### src/rtl/gen_fold_frame.sv
// gen_fold_frame: folds consecutive accepted W-bit samples into frames of FRAME
// samples. For each bit lane it produces the parity (XOR) over the frame and a
// majority flag (ones count > FRAME/2). One result word per frame is emitted on a
// valid/ready interface, tagged with a wrapping frame sequence number.
//
// Ports:
//   clk        rising-edge clock
//   rst_n      asynchronous active-low reset
//   clr        (GEN_FOLD_SYNC_CLR_EN only) synchronous abandon of the partial frame
//   in_valid   sample present
//   in_data    sample, one bit per lane
//   in_ready   block can accept in_data this cycle (independent of in_valid)
//   out_valid  result word present
//   out_ready  consumer accepts result
//   out_xor    per-lane XOR over the frame
//   out_maj    per-lane majority over the frame
//   out_seq    frame sequence number
//
// Optional feature macro: GEN_FOLD_SYNC_CLR_EN adds the clr input.

module gen_fold_frame #(
    parameter int unsigned W     = 8,
    parameter int unsigned FRAME = 5,
    parameter int unsigned SEQW  = 4
) (
    input  logic            clk,
    input  logic            rst_n,
`ifdef GEN_FOLD_SYNC_CLR_EN
    input  logic            clr,
`endif
    input  logic            in_valid,
    input  logic [W-1:0]    in_data,
    output logic            in_ready,
    output logic            out_valid,
    input  logic            out_ready,
    output logic [W-1:0]    out_xor,
    output logic [W-1:0]    out_maj,
    output logic [SEQW-1:0] out_seq
);

    localparam int unsigned CW = $clog2(FRAME + 1);
    localparam logic [CW-1:0] LastIdx = CW'(FRAME - 1);
    localparam logic [CW-1:0] Half    = CW'(FRAME / 2);

    logic            clr_en;
    logic [CW-1:0]   scnt_q, scnt_d;
    logic [SEQW-1:0] fcnt_q, fcnt_d;
    logic            out_valid_q, out_valid_d;
    logic [W-1:0]    out_xor_q, out_xor_d;
    logic [W-1:0]    out_maj_q, out_maj_d;
    logic [SEQW-1:0] out_seq_q, out_seq_d;
    logic [W-1:0]    xor_fin, maj_fin;
    logic            last, take, done, flush, step;

`ifdef GEN_FOLD_SYNC_CLR_EN
    assign clr_en = clr;
`else
    assign clr_en = 1'b0;
`endif

    assign last = (scnt_q == LastIdx);
    // Only the frame-completing sample stalls behind a pending word.
    assign in_ready = !(out_valid_q && !out_ready && last) && !clr_en;
    assign take     = in_valid && in_ready;
    assign done     = take && last;
    assign flush    = clr_en || done;
    assign step     = take && !last;

    for (genvar i = 0; i < W; i++) begin : g_lane
        logic          acc_q, acc_d;
        logic [CW-1:0] cnt_q, cnt_d;
        logic [CW-1:0] sum;

        assign sum        = cnt_q + CW'(in_data[i]);
        assign xor_fin[i] = acc_q ^ in_data[i];
        assign maj_fin[i] = (sum > Half);

        always_comb begin
            acc_d = acc_q;
            cnt_d = cnt_q;
            if (flush) begin
                acc_d = 1'b0;
                cnt_d = '0;
            end else if (step) begin
                acc_d = acc_q ^ in_data[i];
                cnt_d = sum;
            end
        end

        always_ff @(posedge clk or negedge rst_n) begin
            if (!rst_n) begin
                acc_q <= 1'b0;
                cnt_q <= '0;
            end else begin
                acc_q <= acc_d;
                cnt_q <= cnt_d;
            end
        end
    end

    always_comb begin
        scnt_d      = scnt_q;
        fcnt_d      = fcnt_q;
        out_valid_d = out_valid_q;
        out_xor_d   = out_xor_q;
        out_maj_d   = out_maj_q;
        out_seq_d   = out_seq_q;

        if (flush) begin
            scnt_d = '0;
        end else if (step) begin
            scnt_d = scnt_q + CW'(1);
        end

        // done implies the output slot is free or retiring on this edge.
        if (done) begin
            out_valid_d = 1'b1;
            out_xor_d   = xor_fin;
            out_maj_d   = maj_fin;
            out_seq_d   = fcnt_q;
            fcnt_d      = fcnt_q + SEQW'(1);
        end else if (out_ready) begin
            out_valid_d = 1'b0;
        end
    end

    always_ff @(posedge clk or negedge rst_n) begin
        if (!rst_n) begin
            scnt_q      <= '0;
            fcnt_q      <= '0;
            out_valid_q <= 1'b0;
            out_xor_q   <= '0;
            out_maj_q   <= '0;
            out_seq_q   <= '0;
        end else begin
            scnt_q      <= scnt_d;
            fcnt_q      <= fcnt_d;
            out_valid_q <= out_valid_d;
            out_xor_q   <= out_xor_d;
            out_maj_q   <= out_maj_d;
            out_seq_q   <= out_seq_d;
        end
    end

    assign out_valid = out_valid_q;
    assign out_xor   = out_xor_q;
    assign out_maj   = out_maj_q;
    assign out_seq   = out_seq_q;

endmodule

### config.mk
export PLATFORM = sky130hd
export DESIGN_NAME = gen_fold_frame
export DESIGN_NICKNAME = d
export VERILOG_FILES = /design/src/rtl/gen_fold_frame.sv
export SDC_FILE = /design/constraint.sdc
export NUM_CORES = 1
export LEC_CHECK = 0
export BUFFER_PORTS_ARGS = -buffer_cell sky130_fd_sc_hd__clkbuf_2
export CAP_MARGIN = 20
export CORE_MARGIN = 5
export CORE_UTILIZATION = 38
export CTS_CLUSTER_DIAMETER = 60
export CTS_CLUSTER_SIZE = 8
export DETAILED_ROUTE_END_ITERATION = 7
export SLEW_MARGIN = 40
export SYNTH_ARGS = -nofsm -noshare
export SYNTH_HDL_FRONTEND = slang
export SYNTH_SLANG_ARGS = --single-unit
### constraint.sdc
create_clock -name clk -period 5 [get_ports clk]
set_clock_uncertainty 0.15 [all_clocks]
set_input_delay 1.5 -clock clk [delete_from_list [all_inputs] [get_ports clk]]
set_output_delay 1.5 -clock clk [all_outputs]
set_load 0.01 [all_outputs]
==> run metrics, run 1 <==
outcome finished clean; 1st-pass router iterations 4; Max Buffers Root-to-Sink 2; static leakage 0.001724 uW; IO Pins 34; Max Slew Vio Count 0; Slew HR a little over half; Nets between 200 and 300; Synth warnings 0; Crit Reg-Reg Endpoint out_maj[7]$_DFFE_PN0P_; Core Box Area 7331 um2; Final TNS setup 0 ns; maximum vdd drop about 0.00026 V; Yosys top cell by area dfrtp_1; Hold WC Path Type flop to flop; async set-reset flop share out of synthesis between 90% and 100%; setup violators final 0; vias in the first global route about 2,000; crit-path max FO 2; Post-CTS Hold Buffers 0; die height between 90 and 100 um; Worst Reg2Reg Path Length in Cells 6; Worst Setup Path Type input pin to output pin; Synth Net Count around 250; H-tree Lvls 3; combinational fraction of design power between 30% and 40%; Reg clk slew, reported paths ~0.06 ns; Worst-Skew Late Latency roughly 0.33 ns; post-synthesis sequential area ratio between 50% and 60%; CTS Root Cell clkbuf_8; Hold WS 0.3163 ns; CTS sink cnt 60; Worst-Margin Slew roughly 0.69 ns; Die ar. 9410 um2; Commonest cells post-synth 60 x dfrtp_1, 22 x mux2_2, 19 x ha_1; routed vias between 1,500 and 2,000; DRC 0; Sw Share between 30% and 40%; power share of the clock group between 20% and 30%; GPL Wtd Cong approximately 0.74; first-pass GRT wire length approximately 9600 um; #FFs+latches synth 60; Num CTS Buffers 9; Startpoint Class input pin; Post-CTS Resized 0; share of the synthesized area in the top cell type a little over half; die width approximately 97 um; grt ovf 0; Critical path destination in_ready; drt wl/cell 14.90 um; Total Wirelength around 5400 um; Crit. End Element output pin; IO Port Bufs 33; CTS tree built; ratio of cells with drive above 1 in the final layout 32.44%; max-cap violations 0; Site Rows 31; unrepaired setup endpoints after global routing false; Critical Path RT between 3 and 4 ns; Hold Vio Cnt, Final 0; period utilization 71.49%; Post-CTS Repair Setup Buffers 0; Sw Pwr about 620 uW; FMAX 279.8 MHz; largest net degree at the start of global routing slightly above 40; dpl hpwl roughly 3600 um; r2r setup slk between 2 and 3 ns; sequential fraction of design power between 40% and 50%; Via density between 5 and 6; Unique masters post-synth 28; Post-synth EDFFs 0; Initial Utilization 39.24%; synthesized netlist cell count 220; GRT Total Usage 12.70%; minimum clock period after layout about 3.6 ns; initial antenna violation count 0; layout filler cell count 680; post-route ant nets 0; antenna cell count 0; Mean Syn Cell Area between 10 and 15 um2; critical path arrival 1.92 ns; Int Pwr between 1000 and 1500 uW; cell area power density ~580 nW/um2; area grow syn2layout 16.14%; count leader, synth dfrtp_1; Iteration-0 DRC Markers 62; top cells by area, synth dfrtp_1 52%, mux2_2 8.6%, ha_1 8.3%; Crit Reg-Reg Startpoint scnt_q[0]$_DFFE_PN0P_; synthesized area between 2000 and 3000 um2; origin of the worst setup path out_ready; commonest register cell after synthesis dfrtp_1
worst min-delay path by stage:
stage                     slack, ns                  start  cells after the start               endpoint
after floorplan                0.29  fcnt_q[3]$_DFFE_PN0P_                      1  fcnt_q[3]$_DFFE_PN0P_
after global placement         0.30  fcnt_q[3]$_DFFE_PN0P_                      1  fcnt_q[3]$_DFFE_PN0P_
after detailed placement       0.31  fcnt_q[3]$_DFFE_PN0P_                      1  fcnt_q[3]$_DFFE_PN0P_
after CTS                      0.32  fcnt_q[3]$_DFFE_PN0P_                      1  fcnt_q[3]$_DFFE_PN0P_
after global routing           0.33  fcnt_q[3]$_DFFE_PN0P_                      1  fcnt_q[3]$_DFFE_PN0P_
final                          0.32  fcnt_q[3]$_DFFE_PN0P_                      1  fcnt_q[3]$_DFFE_PN0P_
cells in the final DEF, fill, tap and decap left out, types with 11 or more instances in the layout:
cell type / instances
a22o_1: 16
clkbuf_2: 32
clkbuf_8: 13
dfrtp_1: 60
ha_1: 19
mux2_2: 22
nor2b_1: 16
xor2_1: 11
registers in the layout (all words and copies together), names as in the netlist:
register and count:
g_lane.cnt_q 24, g_lane.acc_q 8, out_maj 8, out_xor 8, fcnt_q 4, out_seq 4, scnt_q 3, out_valid 1
worst max-delay path: stages:
cell and delay (ns):
clkbuf_2 0.09, nand4b_1 0.18, clkbuf_2 0.16
power groups by stage:
stage	sequential (uW)	combinational, uW	clock (uW)
2_1_floorplan	864	472	0
3_3_place_gp	848	678	0
3_5_place_dp	856	697	0
4_1_cts	850	701	426
5_1_grt	885	776	449
6_report	847	685	410
layout make-up:
| class | instances | area (um2) | share of cell area [%] |
|---|---|---|---|
| sequential | 60 | 1501 | 44.94 |
| multi-input combinational | 148 | 1323 | 39.59 |
| timing repair buffer | 37 | 197.7 | 5.918 |
| clock buffer | 14 | 182.7 | 5.468 |
| tap | 99 | 123.9 | 3.708 |
| inverter | 2 | 7.507 | 0.2247 |
| clock inverter | 1 | 5.005 | 0.1498 |
per-stage QoR:
stage	area (um2)	util [%]	instances	total power, uW	setup WS [ns]
floorplan	2877	-	220	1337	1.438
global placement	3141	42.84	346	1526	1.444
detailed placement	3153	43.01	346	1553	1.418
CTS	3341	45.57	361	1977	1.415
global route	3341	45.57	361	2109	1.397
finish	3341	45.57	361	1942	1.426
cells by family (layout without fill, tap and decap cells):
logic type / Yosys count / after routing / synth area share, %
buffers and inverters: 12 / 54 / 2.305
muxes: 23 / 23 / 9.004
AOI/OAI and AO/OA: 59 / 59 / 16.44
xor gates and xnor gates: 11 / 11 / 3.349
and+or+nand+nor: 36 / 36 / 8.439
adders and majority gates: 19 / 19 / 8.265
DFF: 60 / 60 / 52.20
per-layer routing:
metal  track usage [%]  wire length (um)
met4             4.644                68
met1             15.27              2472
met2             20.49              2597
met3             5.108               241
met5                 0                 0
No activity file was read; power rests on OpenSTA's default activity.
==> run 2: changes to the inputs <==
ABC_AREA = 1   (was not set)
clock period = 3.2 ns   (was 5 ns; I/O delays follow)
==> run 2 against run 1 <==
Largest power group unchanged. Global-route usage grew 0.71 points. Critical path type is now flop to output pin. Total power grew 68%. Worst hold slack improved by 0.012 ns. Sequential power rose by 57%. Synthesized cell count grew 52%. Register-to-register slack lost 1.6 ns. Clock power up 110%.
==> run metrics, run 2 <==
dpl hpwl 4007 um; area occupied by multi-input gates 1219 um2; Adder-Cell Fraction of Synth Area under 10%; worst-path cell chain inv_1 -> ha_1 -> nand2_4 -> clkinv_2 -> nand2_2 -> clkbuf_2; critical path arrival about 1.7 ns; synthesized area between 2000 and 3000 um2; Hold WS ~0.33 ns; grt ovf 0; top cells by area, synth dfrtp_1 52%, nand2_1 18%, ha_1 8.2%; slowest cell delay on critical path 0.39 ns; Post-synth EDFFs 0; GPL Wtd Cong between 0.7 and 0.8; Die ar. 9464 um2; Critical Path RT 2.09 ns; IO Pins 34; combinational fraction of design power 33.1%; count leader, synth nand2_1; die width between 90 and 100 um; CTS Root Cell clkbuf_8; Sw Pwr ~1100 uW; Synth Area in Compound Gates 3.803%; Initial Utilization 39.49%; Synth warnings 0; antenna cell count 0; post-synthesis sequential area ratio roughly 52%; Hold Vio Cnt, Final 0; Max Slew Vio Count 0; Post-Route Utilization between 40 and 50%; maximum vdd drop 0.0003483 V; Site Rows 31; commonest cells after routing, fill and taps aside 142 x nand2_1, 60 x dfrtp_1, 33 x clkbuf_2, 26 x nand3_1, 24 x inv_1; Non-Filler Instances roughly 470; commonest non-fill, non-tap cell in the layout nand2_1; largest family of logic cells by synthesized area simple AND/OR/NAND/NOR gates; Commonest cells post-synth 142 x nand2_1, 60 x dfrtp_1, 26 x nand3_1; unrepaired setup endpoints after global routing false; Startpoint Class flop; Sw Share a little over a third; #FFs+latches synth 60; async set-reset flop share out of synthesis 100.0%; layout filler cell count a little over 700; power share of the clock group a little over a quarter; commonest register cell after synthesis dfrtp_1; CTS tree built; DRC 0; slowest CP cell dfrtp_1; H-tree Lvls 3; ratio of cells with drive above 1 in the final layout between 15 and 20%; register area approximately 1500 um2; static leakage ~0.0018 uW; share of the synthesized area in the top cell type between 50% and 60%; max FFs per register 24; Final TNS setup 0 ns; outcome finished clean; Slew HR 60.17%; minimum clock period after layout 2.826 ns; setup violators final 0; post-route ant nets 0; Total Wirelength between 5000 and 6000 um; Unique masters post-synth 20; Core Box Area between 7000 and 8000 um2; Worst-Skew Late Latency around 0.33 ns; synthesized netlist cell count around 340; Post-CTS Repair Setup Buffers 0; Biggest register g_lane.cnt_q; GRT Total Usage between 10% and 20%; Yosys top cell by area dfrtp_1; vias in the first global route 2,188; Int Pwr 2125 uW; simple-gate share of the synthesized area 27.05%; Iteration-0 DRC Markers about 100; Synth Net Count approximately 370; crit-path max FO 27; Worst Setup Path Type flop to output pin; Via density 4.751; Max Buffers Root-to-Sink 2; Post-CTS Resized 0; cell area power density around 960 nW/um2; die height approximately 97 um; IO Port Bufs 33; first-pass GRT wire length roughly 10,000 um; Nets 401; largest net degree at the start of global routing 40; # placed instances between 400 and 500; routed vias 2,252; area grow syn2layout 17.46%; Total Power between 3000 and 4000 uW; Mean Syn Cell Area 8.643 um2; r2r setup slk between 0.9 and 1 ns; Hold WC Path Type flop to flop; Post-Synth XOR/XNOR Area under 10%; 1st-pass router iterations 4; CTS sink cnt 60; period utilization between 80% and 90%; FMAX about 350 MHz; multiplexer share of the synthesized area 0%; Crit. End Element output pin; Reg clk slew, reported paths 0.07 ns; initial antenna violation count 0; max-cap violations 0; drt wl/cell 12.63 um; sequential fraction of design power 40.7%; Num CTS Buffers 9; Worst-Margin Slew roughly 0.60 ns; Post-CTS Hold Buffers 0
run 2: metal layers:
| layer | vias up | GRT usage (%) | routed length (um) |
|---|---|---|---|
| met1 | 1053 | 18.45 | 3017 |
| met5 | - | 0 | 0 |
| met3 | 10 | 3.159 | 296 |
| met4 | 0 | 6.390 | 127 |
| met2 | 47 | 19.90 | 2543 |
| li1 | 1142 | - | - |
run 2: logic make-up (layout without fill, tap and decap cells):
family	Yosys count	count (layout)
simple gates	185	185
flops	60	60
compound gates	22	22
xor+xnor	10	10
buf+inv	39	79
fa+ha+maj	19	19
run 2: metrics by stage:
stage | instance area, um2 | setup WS, ns
after global routing | 3401 | 0.2545
after CTS | 3401 | 0.3428
final | 3401 | 0.3737
after floorplan | 2895 | 0.7614
after global placement | 3151 | 0.6117
after detailed placement | 3151 | 0.6025
run 2: worst paths after layout:
kind,endpoint,cells past startpoint,startpoint
hold reg to reg,out_seq[2]$_DFFE_PN0P_,2,out_seq[2]$_DFFE_PN0P_
max in group asynchronous,g_lane[7].cnt_q[0]$_DFFE_PN0P_,2,rst_n
hold / removal,out_seq[2]$_DFFE_PN0P_,2,out_seq[2]$_DFFE_PN0P_
min in group asynchronous,out_seq[3]$_DFFE_PN0P_,1,rst_n
setup reg to reg,g_lane[2].acc_q$_DFFE_PN0P_,9,scnt_q[0]$_DFFE_PN0P_
setup / recovery,in_ready,6,scnt_q[0]$_DFFE_PN0P_
run 2: power by group through the flow:
| stage | sequential (uW) | clock [uW] | combinational (uW) |
|---|---|---|---|
| final | 1330 | 853 | 1080 |
| after global routing | 1380 | 911 | 1260 |
| after CTS | 1330 | 872 | 1110 |
| after detailed placement | 1340 | 0 | 1100 |
| after global placement | 1320 | 0 | 1070 |
| after floorplan | 1360 | 0 | 752 |
run 2: cell type report:
cell class	instances	area share, %
Clock buffer	12	4.562
Multi-Input combinational cell	236	35.84
Timing Repair Buffer	37	6.107
Tap cell	99	3.642
Inverter	26	2.907
Clock inverter	4	2.796
Sequential cell	60	44.15
run 2: worst max-delay path, delay by kind of cell, from the launching register on:
family | cells | cell delay [ns]
fa+ha+maj | 1 | 0.22
buf+inv | 3 | 0.38
simple gates | 2 | 0.40
flops | 1 | 0.39
